File: src/rtl/battleship_pkg.sv
// Shared types and constants for the battleship lab blocks.
// Grid defaults and board cell indexing live here.
package battleship_pkg;

  typedef enum logic [1:0] {
    IDLE    = 2'd0,
    PLACING = 2'd1,
    DONE    = 2'd2
  } placement_state_t;

  localparam int GRID_ROWS = 5;
  localparam int GRID_COLS = 5;
  localparam int MAX_SHIPS = 5;

  function automatic int unsigned cell_index(
    input int unsigned x,
    input int unsigned y,
    input int unsigned cols = GRID_COLS
  );
    return y * cols + x;
  endfunction

endpackage

File: src/rtl/wrap_counter.sv
// Modulo-N up/down counter with wrap at both ends.
// Simultaneous inc and dec cancel; clr wins over both.
module wrap_counter #(
  parameter  int N = 5,
  localparam int W = (N > 1) ? $clog2(N) : 1
) (
  input  logic         clk,
  input  logic         rst,
  input  logic         clr,
  input  logic         inc,
  input  logic         dec,
  output logic [W-1:0] q
);

  logic [W-1:0] q_d;
  logic [W-1:0] q_q;

  always_comb begin
    q_d = q_q;
    if (clr) begin
      q_d = '0;
    end else if (inc && !dec) begin
      q_d = (q_q == W'(N - 1)) ? '0 : q_q + W'(1);
    end else if (dec && !inc) begin
      q_d = (q_q == '0) ? W'(N - 1) : q_q - W'(1);
    end
  end

  always_ff @(posedge clk) begin
    if (!rst) q_q <= '0;
    else      q_q <= q_d;
  end

  assign q = q_q;

endmodule

File: src/rtl/ship_placement.sv
// Cursor-driven single-cell ship placement over the game board.
// All outputs come straight from flops.
module ship_placement #(
  parameter int ROWS      = battleship_pkg::GRID_ROWS,
  parameter int COLS      = battleship_pkg::GRID_COLS,
  parameter int MAX_SHIPS = battleship_pkg::MAX_SHIPS
) (
  input  logic                     clk,
  input  logic                     rst,
  input  logic                     ships_decided,
  input  logic [2:0]               player_amount_ships,
  input  logic                     btn_up,
  input  logic                     btn_down,
  input  logic                     btn_left,
  input  logic                     btn_right,
  input  logic                     btn_place,
  input  logic                     clear_board,
  output logic [$clog2(COLS)-1:0]  cursor_x,
  output logic [$clog2(ROWS)-1:0]  cursor_y,
  output logic [ROWS*COLS-1:0]     board,
  output logic [2:0]               ships_placed,
  output logic                     place_error,
  output logic                     busy,
  output logic                     placement_done
);
  import battleship_pkg::*;

  localparam int NC = ROWS * COLS;

  placement_state_t state_d, state_q;
  logic [NC-1:0] board_d, board_q;
  logic [2:0]    ships_placed_d, ships_placed_q;
  logic [2:0]    target_d, target_q;
  logic          place_error_d, place_error_q;
  logic          busy_d, busy_q;
  logic          done_d, done_q;

  logic          clr_cur;
  logic          one_move;
  logic          move_ok;
  logic [NC-1:0] cell_mask;
  logic          count_ok;

  assign count_ok = (player_amount_ships != 3'd0) &&
                    (32'(player_amount_ships) <= MAX_SHIPS);

  assign one_move = ($countones({btn_up, btn_down,
                                 btn_left, btn_right}) == 1);

  assign move_ok = (state_q == PLACING) && !clear_board &&
                   !btn_place && one_move;

  assign cell_mask = {{(NC-1){1'b0}}, 1'b1} <<
    cell_index(32'(cursor_x), 32'(cursor_y), COLS);

  always_comb begin
    state_d        = state_q;
    board_d        = board_q;
    ships_placed_d = ships_placed_q;
    target_d       = target_q;
    place_error_d  = 1'b0;
    clr_cur        = 1'b0;
    unique case (state_q)
      IDLE: begin
        if (ships_decided && count_ok) begin
          target_d = player_amount_ships;
          state_d  = PLACING;
        end
      end
      PLACING: begin
        if (clear_board) begin
          state_d        = IDLE;
          board_d        = '0;
          ships_placed_d = '0;
          clr_cur        = 1'b1;
        end else if (btn_place) begin
          if (|(board_q & cell_mask)) begin
            place_error_d = 1'b1;
          end else begin
            board_d        = board_q | cell_mask;
            ships_placed_d = ships_placed_q + 3'd1;
            if (ships_placed_d == target_q) state_d = DONE;
          end
        end
      end
      DONE: begin
        if (clear_board) begin
          state_d        = IDLE;
          board_d        = '0;
          ships_placed_d = '0;
          clr_cur        = 1'b1;
        end
      end
      default: state_d = IDLE;
    endcase
    busy_d = (state_d == PLACING);
    done_d = (state_d == DONE);
  end

  always_ff @(posedge clk) begin
    if (!rst) begin
      state_q        <= IDLE;
      board_q        <= '0;
      ships_placed_q <= '0;
      target_q       <= '0;
      place_error_q  <= 1'b0;
      busy_q         <= 1'b0;
      done_q         <= 1'b0;
    end else begin
      state_q        <= state_d;
      board_q        <= board_d;
      ships_placed_q <= ships_placed_d;
      target_q       <= target_d;
      place_error_q  <= place_error_d;
      busy_q         <= busy_d;
      done_q         <= done_d;
    end
  end

  wrap_counter #(.N(COLS)) u_x (
    .clk (clk),
    .rst (rst),
    .clr (clr_cur),
    .inc (move_ok && btn_right),
    .dec (move_ok && btn_left),
    .q   (cursor_x)
  );

  wrap_counter #(.N(ROWS)) u_y (
    .clk (clk),
    .rst (rst),
    .clr (clr_cur),
    .inc (move_ok && btn_down),
    .dec (move_ok && btn_up),
    .q   (cursor_y)
  );

  assign board          = board_q;
  assign ships_placed   = ships_placed_q;
  assign place_error    = place_error_q;
  assign busy           = busy_q;
  assign placement_done = done_q;

endmodule

File: config.mk
export PLATFORM = sky130hd
export DESIGN_NAME = ship_placement
export DESIGN_NICKNAME = d
export VERILOG_FILES = /design/src/rtl/battleship_pkg.sv /design/src/rtl/wrap_counter.sv /design/src/rtl/ship_placement.sv
export SDC_FILE = /design/constraint.sdc
export NUM_CORES = 1
export LEC_CHECK = 0
export ABC_AREA = 1
export CAP_MARGIN = 40
export CELL_PAD_IN_SITES_DETAIL_PLACEMENT = 1
export CELL_PAD_IN_SITES_GLOBAL_PLACEMENT = 2
export CORE_MARGIN = 4
export CORE_UTILIZATION = 32
export DETAILED_ROUTE_END_ITERATION = 10
export PLACE_DENSITY = 0.88
export SYNTH_ARGS = -nofsm -noshare
export SYNTH_HDL_FRONTEND = slang
export SYNTH_SLANG_ARGS = --single-unit
File: constraint.sdc
create_clock -name clk -period 4.9 [get_ports clk]
set_input_delay 0.49 -clock clk [delete_from_list [all_inputs] [get_ports clk]]
set_output_delay 0.49 -clock clk [all_outputs]
set_load 0.02 [all_outputs]
==> metrics.txt <==
outcome complete, no violations; distinct cell type count after synthesis 34; diode count 0; CP startpoint kind flop; Detail Route met2 WL roughly 3900 microns; leading area contributor after synthesis dfxtp_1; Syn Inst Count approximately 440; Min Hold Slack about 470 ps; # setup viols final 0; Ports roughly 50; PortBufs 48; RePlAce Congestion a little over 0.8; CP arrival approximately 4100 ps; most used cell, CP nor2_1; H-tree levels 2; post-synthesis sequential area ratio 0.280; Slew headroom 0.496; top layer in use met4; final hold vios 0; CP required between 5000 and 6000 ps; Num CTS Buffers 5; critical path, cell by cell ha_1 -> ha_1 -> inv_1 -> fa_1 -> inv_1 -> nand3_1 -> nand2_2 -> nor2_1 -> nand3_1 -> nand2_1 -> nor2_1 -> nand2_1 -> nor2_2 -> nand2_2 -> nand2_4 -> nand3_2 -> nand2_4 -> nor2_1; count of cells resized by post-cts repair 0; Synth warnings 0; Routed wire per std cell 13.7 microns; Final Net Count approximately 520; Yosys reg bits 42; CTS Buffer Depth 2; CTS root buffer clkbuf_8; async set or reset register ratio after synthesis 0; detailed-route wire length about 8000 microns; vias after detailed routing ~2,800; clk_lat worst skew between 200 and 300 ps; Avg Cell Area, Syn between 6 and 7 sq um; die height 105 microns; top cell type's share of synthesized area 0.280; CTS Sinks 42; fmax approximately 0.25 GHz; RSZ-0062 raised after global routing false; HP Class flop to flop; Post-synth top cells 75 x inv_1, 65 x nand2_1, 61 x nor2_1; met3 WL about 150 microns; Core ar. roughly 9000 sq um; Post-Route Setup TNS 0 ps; HPWL after detailed placement around 6300 microns; share of layout cells above drive strength 1 0.0818; crit path kind flop to flop; syn nets between 400 and 500; Max-Cap Viols 0; Post-synth EDFFs 0; first-pass GRT wire length approximately 14,000 microns; CTS tree built; drt drc 0; Crit. End Element flop; Cell Area, Synth 3000 sq um; GRT Util Overall 0.148; DRC marker count from the first detailed-route iteration 62; cell with the most instances after synthesis inv_1; top post-synthesis cells by area dfxtp_1 28%, ha_1 11%, inv_1 9.4%, nand2_1 8.1%, nor2_1 7.6%; die width roughly 100 microns; Final ANT Viol Nets 0; fin crit share 0.808; area delta synth->final 21.2%; DR vias/cell about 4.8; DRT Pass-1 Iters 7; number of global-route vias before repair 3,002; CP Max Fanout 30; initial antenna violation count 0; max incr delay on CP about 470 ps; Core Rows 35; pin slew with the least headroom to its limit 753 ps; M1 wire length approximately 4000 microns; Worst-path clk slew 80 ps; Pwr Density 209 nW/um^2; hold_buf cts 0; total grt overflow 0; VDD IR-drop max around 130 uV; DIE AREA around 11,000 sq um; ys flop type dfxtp_1; static leakage roughly 1.5 nW; Starting Density 0.326; post-route minimum period 3960 ps; Clock Skew 11.8 ps; crit path max-delay cell type dfxtp_1; max-slew violations 0; post-CTS setup buffer count 0; pin count of the biggest net entering global routing 31
==> per-layer routing <==
metal  track usage  vias to the layer above
met3        0.0191                        4
met4        0.0291                        0
met2         0.266                       33
li1              -                     1480
met1         0.190                     1329
met5             0                        -
==> kinds of logic after synthesis <==
| group | count (synthesis) | synth area share |
|---|---|---|
| adders and majority gates | 28 | 0.122 |
| DFF | 42 | 0.280 |
| and+or+nand+nor | 213 | 0.336 |
| AOI/OAI and AO/OA | 60 | 0.120 |
| buffers and inverters | 89 | 0.133 |
| xor gates and xnor gates | 3 | 0.00877 |
==> stage by stage <==
| stage | power (mW) | setup WS (ps) | cells | utilization | cell area [sq um] |
|---|---|---|---|---|---|
| global placement | 0.477 | 1050 | 581 | 0.383 | 3520 |
| floorplan | 0.440 | 1730 | 435 | - | 3000 |
| CTS | 0.770 | 902 | 588 | 0.395 | 3630 |
| detailed placement | 0.481 | 909 | 581 | 0.383 | 3520 |
| global route | 0.795 | 564 | 588 | 0.395 | 3630 |
| finish | 0.760 | 941 | 588 | 0.395 | 3630 |
==> layout by cell type (no fill, tap or decap), types with 2 or more instances in the layout <==
cell	count
clkbuf_8	6
a31oi_1	2
fa_1	2
ha_1	26
nand3b_1	2
o211ai_1	2
nand2_4	3
nand3_1	45
a21oi_2	10
nor2_1	61
nand3_2	12
nand2_2	3
nand2_1	65
inv_1	75
o21ai_0	10
a21oi_1	30
nand4_1	2
dfxtp_1	42
clkdlybuf4s50_1	48
xnor2_1	3
nor3_1	15
nor2_2	2
==> sequential cells by signal (all words and copies together) (netlist names) <==
signal	count
placement_done	1
ships_placed	3
target_q	3
u_y.q	3
u_x.q	3
busy	1
place_error	1
board	25
state_q	2
==> report_power, final <==
| part | switching (mW) | leakage [nW] | internal, mW | total [mW] |
|---|---|---|---|---|
| Clock | 0.125 | 0.0573 | 0.163 | 0.289 |
| Sequential | 0.00686 | 0.340 | 0.349 | 0.356 |
| Combinational | 0.0716 | 1.09 | 0.0439 | 0.116 |
==> critical path: cells and delay by family (launching register included) <==
| kind | cells | cell delay, ps |
|---|---|---|
| AND/OR/NAND/NOR | 13 | 2120 |
| adder cells (fa/ha/maj) | 3 | 1050 |
| flip-flops | 1 | 470 |
| buffers and inverters | 2 | 170 |
==> worst paths after layout <==
kind                     startpoint                           end  slack [ps]  cells past startpoint
max           u_y.q[2]$_SDFFE_PP0P_  ships_placed[1]$_SDFFE_PN0P_         940                     18
max reg2reg   u_y.q[2]$_SDFFE_PP0P_  ships_placed[1]$_SDFFE_PN0P_         940                     18
min          board[23]$_SDFFE_PN0P_        board[23]$_SDFFE_PN0P_         470                      2
min reg2reg  board[23]$_SDFFE_PN0P_        board[23]$_SDFFE_PN0P_         470                      2
==> final cells by class <==
cell class              instances  area, sq um
fillers                      1192         5560
well taps                     111          139
clock buffers                   6         82.6
flip-flops and latches         42          841
inverters                      75          282
clock inverters                 1         30.0
multi-input cells             304         1770
repair buffers                 49          488
No activity file was read; power rests on OpenSTA's default activity.
